**src/rtl/stream_demux_reg.sv**
```systemverilog
// -----------------------------------------------------------------------------
// stream_demux_reg
//   Registered 1-to-NUM_CH stream demultiplexer with valid/ready flow control.
//   Each accepted input word goes into a one-entry register on the channel
//   named by s_sel. The word appears on that channel one cycle after it is
//   accepted. If s_sel names a channel that does not exist, the word is still
//   accepted but is thrown away, and a saturating counter records the drop.
//
//   Optional feature macro: STREAM_DEMUX_BCAST_EN
//     When defined, the block gains an s_bcast input. While s_bcast is high,
//     s_sel is ignored and an accepted word loads every channel at once. The
//     input is ready only when every channel can take the word.
//
// Ports
//   clk       rising-edge clock
//   rst       asynchronous reset, active high
//   s_valid   input word valid
//   s_ready   input accepted this cycle (combinational; never uses s_valid)
//   s_data    input word, DATA_W bits
//   s_sel     destination channel index, SEL_W bits
//   s_bcast   load all channels (only with STREAM_DEMUX_BCAST_EN)
//   m_valid   per-channel output valid (registered)
//   m_ready   per-channel consumer ready
//   m_data    channel k at bits [k*DATA_W +: DATA_W] (registered)
//   drop_cnt  count of out-of-range words; sticks at all-ones
//
// Parameters
//   DATA_W  word width
//   NUM_CH  number of channels, 2..64
//   SEL_W   select width; 2**SEL_W must be >= NUM_CH
//   CNT_W   drop counter width
// -----------------------------------------------------------------------------
module stream_demux_reg #(
  parameter int DATA_W = 8,
  parameter int NUM_CH = 16,
  parameter int SEL_W  = 4,
  parameter int CNT_W  = 8
) (
  input  logic                     clk,
  input  logic                     rst,
  input  logic                     s_valid,
  output logic                     s_ready,
  input  logic [DATA_W-1:0]        s_data,
  input  logic [SEL_W-1:0]         s_sel,
`ifdef STREAM_DEMUX_BCAST_EN
  input  logic                     s_bcast,
`endif
  output logic [NUM_CH-1:0]        m_valid,
  input  logic [NUM_CH-1:0]        m_ready,
  output logic [NUM_CH*DATA_W-1:0] m_data,
  output logic [CNT_W-1:0]         drop_cnt
);

  localparam logic [CNT_W-1:0] CNT_MAX = {CNT_W{1'b1}};

  // Add one to the drop counter, but stop at all-ones instead of wrapping.
  function automatic logic [CNT_W-1:0] sat_inc(input logic [CNT_W-1:0] v);
    logic [CNT_W-1:0] r;
    if (v == CNT_MAX) begin
      r = v;
    end else begin
      r = v + {{(CNT_W-1){1'b0}}, 1'b1};
    end
    return r;
  endfunction

  logic [NUM_CH-1:0] can_load;  // channel register can take a word this cycle
  logic [NUM_CH-1:0] hit;       // one-hot decode of s_sel, all zero when out of range
  logic [NUM_CH-1:0] load;      // channel register captures s_data at the next edge
  logic              sel_hit;
  logic              bcast;
  logic              drop;

`ifdef STREAM_DEMUX_BCAST_EN
  assign bcast = s_bcast;
`else
  assign bcast = 1'b0;
`endif

  // A slot is free when it is empty, or when its word drains in this same
  // cycle. Because of the same-cycle drain, one word per cycle is sustained.
  assign can_load = ~m_valid | m_ready;

  // Decode s_sel against the channels that actually exist.
  always_comb begin
    hit = '0;
    for (int k = 0; k < NUM_CH; k++) begin
      hit[k] = (s_sel == SEL_W'(k));
    end
  end

  assign sel_hit = |hit;

  // Work out the handshake, which channels load, and whether a word is dropped.
  // None of this depends on s_valid except load and drop themselves.
  always_comb begin
    s_ready = 1'b1;
    load    = '0;
    drop    = 1'b0;
    if (bcast) begin
      s_ready = &can_load;
      load    = {NUM_CH{s_valid & (&can_load)}};
    end else if (sel_hit) begin
      s_ready = |(hit & can_load);
      load    = hit & can_load & {NUM_CH{s_valid}};
    end else begin
      // Out-of-range words are always accepted and then thrown away.
      s_ready = 1'b1;
      drop    = s_valid;
    end
  end

  // Channel registers. A load takes priority; the old word counts as drained
  // if the consumer takes it in the same cycle. A drain with no load empties
  // the slot. m_data keeps its last value after a drain.
  always_ff @(posedge clk or posedge rst) begin
    if (rst) begin
      m_valid <= '0;
      m_data  <= '0;
    end else begin
      for (int k = 0; k < NUM_CH; k++) begin
        if (load[k]) begin
          m_valid[k]                   <= 1'b1;
          m_data[k*DATA_W +: DATA_W]   <= s_data;
        end else if (m_ready[k]) begin
          m_valid[k]                   <= 1'b0;
        end else begin
          m_valid[k]                   <= m_valid[k];
        end
      end
    end
  end

  // Saturating count of dropped out-of-range words.
  always_ff @(posedge clk or posedge rst) begin
    if (rst) begin
      drop_cnt <= '0;
    end else if (drop) begin
      drop_cnt <= sat_inc(drop_cnt);
    end else begin
      drop_cnt <= drop_cnt;
    end
  end

endmodule
```
**config.mk**
```make
export PLATFORM = sky130hd
export DESIGN_NAME = stream_demux_reg
export DESIGN_NICKNAME = d
export VERILOG_FILES = /design/src/rtl/stream_demux_reg.sv
export SDC_FILE = /design/constraint.sdc
export NUM_CORES = 1
export LEC_CHECK = 0
export CAP_MARGIN = 40
export CORE_MARGIN = 5
export CORE_UTILIZATION = 43
export CTS_BUF_LIST = sky130_fd_sc_hd__clkbuf_4 sky130_fd_sc_hd__clkbuf_8
export DETAILED_ROUTE_END_ITERATION = 10
export PLACE_DENSITY = 0.76
export REMOVE_ABC_BUFFERS = 1
export SLEW_MARGIN = 20
export SYNTH_ARGS = -nofsm -noshare
export SYNTH_HDL_FRONTEND = slang
export SYNTH_SLANG_ARGS = --single-unit
```
**constraint.sdc**
```tcl
create_clock -name clk -period 5.8 [get_ports clk]
set_input_delay 1.74 -clock clk [delete_from_list [all_inputs] [get_ports clk]]
set_output_delay 1.74 -clock clk [all_outputs]
set_load 0.005 [all_outputs]
```
Yosys cells after proc, flatten, opt, wreduce, memory -nomap -nowiden
Cells that the tools add are included.
{"block": "totals", "regBits": 152, "input_bits": 31, "out_inout_bits": 153}
{"block": "classes", "n_addsub": 1, "eq_ne": 16, "mux": 35, "bitwise_logic": 5, "reduce_logical": 20}
{"operator": "$mux 1", "n": 34}
{"operator": "$and 16x16->16", "n": 2}
{"operator": "$eq 4x4->1 const B", "n": 8}
{"operator": "$reduce_bool 2->1", "n": 16}
{"operator": "$reduce_or 16->1", "n": 2}
{"operator": "$eq 4x3->1 const B", "n": 4}
{"operator": "$mux 16", "n": 1}
{"operator": "$not 16->16", "n": 1}
{"operator": "$or 16x16->16", "n": 1}
{"operator": "$add 8x1->8 const B", "n": 1}
{"operator": "$eq 4x2->1 const B", "n": 2}
{"operator": "$eq 8x8->1 const B", "n": 1}
{"operator": "$eq 4x1->1 const B", "n": 1}
{"operator": "$logic_not 4->1", "n": 1}
{"operator": "$reduce_and 2->1", "n": 1}
{"operator": "$not 1->1", "n": 1}

Longest topological paths before layout
{"block": "logic_depth", "ltp_word": 6, "depth_mapped": 4}

Least setup slack after synthesis
No wires, ideal clock.
{"block": "synth_timing", "path_kind": "input-to-output", "start": "in s_sel[0]", "end": "out s_ready", "t_arrival_ps": 2611, "path_slack_ps": 1449, "stages": 4, "cell_sequence": "or2_2 > nor4_1 > nor4_1 > nand4_1"}
{"block": "synth_between", "elab_chain_len": 4, "word_cells_on_any_way": 20, "cone_classes": "eq/ne (15); mux (1); bitwise (1); reduce/logical (3)"}
{"element": "start: declaration", "line_no": "44", "text": "input logic [SEL_W-1:0] s_sel,"}
{"element": "$eq 4x1->1 (tied with other cells)", "line_no": "88", "text": "hit[k] = (s_sel == SEL_W'(k));"}
{"element": "$and 16x16->16", "line_no": "104", "text": "s_ready = |(hit & can_load);"}
{"element": "$reduce_or 16->1", "line_no": "104"}
{"element": "$mux 1 *", "line_no": "103", "text": "end else if (sel_hit) begin"}
{"element": "end: declaration", "line_no": "42", "text": "output logic s_ready,"}
Every way passes the cells marked *; elsewhere a longest branch is shown, timed or not.

Final worst setup path
Ends and elaborated chain as after synthesis.

==> results.sh <==
export IMPL_drtAntennaViolNets=0
export IMPL_clkSlewWorstSetupHoldPaths_ns=0.08
export IMPL_place_area_sq_um=7760
export IMPL_ir_drop_mv=0.208
export IMPL_slew_viol_final=0
export IMPL_synth_top_area_share_pct=66.3
export IMPL_share_clk_of_total_power_pct=29.3
export IMPL_rr_startpoint="m_valid[2]"
export IMPL_gr_total_overflow=0
export IMPL_status="finished clean"
export IMPL_synth_edff_count=0
export IMPL_cts_tree="yes"
export IMPL_antenna_found_initial=0
export IMPL_crit_path_start_kind="input pin"
export IMPL_path_cells="clkdlybuf4s50_1 > or2_2 > nor4_1 > nor4_1 > nand4_1 > clkdlybuf4s50_1"
export IMPL_grt_pass1_vias=4144
export IMPL_stdcell_area_sq_um=8220
export IMPL_ys_types=13
export IMPL_rsz0062_at_grt="no"
export IMPL_relSlewSlack_pct=43.3
export IMPL_end_kind="output pin"
export IMPL_leakagePower_nw=3.62
export IMPL_initial_core_util_pct=43.6
export IMPL_dp_slack_ns=0.345
export IMPL_core_sq_um=13100
export IMPL_fill_cells=987
export IMPL_setup_tns_final_ns=0
export IMPL_power_internal_mw=2.30
export IMPL_place_hpwl_um=10700
export IMPL_cp_required_ns=4.06
export IMPL_fmax_ghz=0.184
export IMPL_crit_start="s_sel[0]"
export IMPL_fp_dieW_um=125
export IMPL_cp_num_buf_inv=2
export IMPL_cts_max_level=4
export IMPL_dr_pass1_iters=4
export IMPL_synth_main_ff_cell="dfrtp_1"
export IMPL_seqPwrFrac_pct=45.7
export IMPL_fin_crit_sh_pct=93.9
export IMPL_p_comb_share_pct=25.0
export IMPL_finalCriticalPeriod_ns=5.45
export IMPL_synth_cells=375
export IMPL_worstHoldStart="drop_cnt[5]"
export IMPL_swShare_pct=24.1
export IMPL_cpLargestDelayFamily="buffers and inverters"
export IMPL_synth_warning_count=0
export IMPL_place_congestion=0.848
export IMPL_via_per_inst=4.94
export IMPL_power_switching_mw=0.729
export IMPL_synth_area_leaders="dfrtp_1, mux2_2, nand2b_1"
export IMPL_utilization_pct=62.6
export IMPL_ctsHoldBuffers=0
export IMPL_setup_slack_ns=0.354
export IMPL_maxCapViolCount=0
export IMPL_path_max_fanout=4
export IMPL_cts_repair_resized=0
export IMPL_crit_arrival_ns=3.71
export IMPL_post_cts_setup_buffers=0
export IMPL_dr_first_iter_drc_count=112
export IMPL_grt_max_degree=68
export IMPL_die_area_sq_um=15700
export IMPL_crit_path_max_incr_delay_ns=0.54
export IMPL_hp_class="reg -> reg"
export IMPL_seq_area_frac_synth_pct=66.3
export IMPL_worstSkewPairLatency_ns=0.44
export IMPL_p_per_area_nw_per_um2=368
export IMPL_yosysTopAreaCell="dfrtp_1"
export IMPL_grt_pass1_wl_um=23900
export IMPL_multi_input_area_sq_um=1860
export IMPL_grt_usage_pct=19.9
export IMPL_num_vias=3708
export IMPL_synthArstFlopShare_pct=100
export IMPL_yosysMostFrequentCell="dfrtp_1"
export IMPL_antennaDiodeCount=0
export IMPL_path_class="in -> out"
export IMPL_portBuffers=183
export IMPL_area_delta_synth_final_pct=43.3
export IMPL_die_y_um=125
export IMPL_syn_area_per_cell_sq_um=15.3
export IMPL_cp_slowest_cell="clkdlybuf4s50_1"
export IMPL_fin_nets=593
export IMPL_ff_latch_area_sq_um=3800
export IMPL_ys_ff_latch=152
export IMPL_detail_route_wl_per_cell_um=20.1
export IMPL_finalSetupViolations=0
export IMPL_drc_errors=0
export IMPL_cts_sinks=152
export IMPL_clock_skew_ns=0.00827
export IMPL_numCtsBuffers=17
export IMPL_hold_viol=0
export IMPL_root_buffer="clkbuf_8"
export IMPL_drt_total_wl_um=15100
export IMPL_num_rows=42
export IMPL_finalPower_mw=3.03
export IMPL_io_pins=184
export IMPL_synthTopCellsByCount="dfrtp_1, mux2_2, nand2b_1"
export IMPL_drive_above_1_share_pct=28.3
export IMPL_synth_area_sq_um=5730
export IMPL_worst_pin_slew_ns=0.848
export IMPL_clockBufferDepth=2
layout make-up:
| class | instances | area share, % |
|---|---|---|
| Tap cell | 176 | 2.68 |
| Clock inverter | 12 | 2.10 |
| Inverter | 1 | 0.107 |
| Clock buffer | 20 | 3.35 |
| Timing Repair Buffer | 186 | 22.9 |
| Multi-Input combinational cell | 204 | 22.6 |
| Sequential cell | 152 | 46.3 |
cell usage in the layout (no fill, tap or decap), drive strengths merged:
cell           instances
or2                    1
nand2b                20
bufinv                 4
inv                    1
mux2                 128
clkinvlp               2
nor2b                 16
nand2                 18
nor4                   8
buf                    3
nand4                  1
nor3                  12
clkdlybuf4s50        183
clkbuf                20
clkinv                 6
dfrtp                152
power groups by stage:
stage,registers [mW],clock network (mW),logic [mW]
after detailed placement,1.40,0,0.768
after global routing,1.41,0.960,0.811
after global placement,1.39,0,0.749
after CTS,1.39,0.907,0.772
after floorplan,1.41,0,0.212
final,1.38,0.885,0.756
final timing paths:
path	end	slack, ns	depth (start not counted)
worst max register to register	m_data[16]	4.05	4
worst min-delay path	drop_cnt[5]	0.38	0
max in group asynchronous	m_valid[10]	2.95	4
worst min register to register	drop_cnt[5]	0.38	0
min in group asynchronous	drop_cnt[1]	1.76	2
worst max-delay path	s_ready	0.35	6
metrics by stage:
stage | std cells | hold WS [ns]
after floorplan | 357 | 0.376
after global placement | 717 | 0.365
after detailed placement | 718 | 0.364
after CTS | 750 | 0.383
after global routing | 751 | 0.399
final | 751 | 0.378
kinds of logic after synthesis:
family / Yosys count / share of synthesized area (%)
buffers and inverters: 19 / 1.24
flip-flops: 152 / 66.3
multiplexers: 128 / 25.1
AND/OR/NAND/NOR: 76 / 7.29
per-layer routing:
layer	track usage, %	routed length [um]	vias up	part of all wire [%]
met1	25.2	6230	1862	41
met3	7.59	1320	23	8.7
met5	0	0	-	0
met2	31.7	7290	152	48
li1	-	-	1671	-
met4	6.63	267	0	1.8
sequential cells by signal, indices dropped and copies added (netlist names):
register	count
m_valid	16
drop_cnt	8
m_data	128
Power figures use the tool's default switching activity.
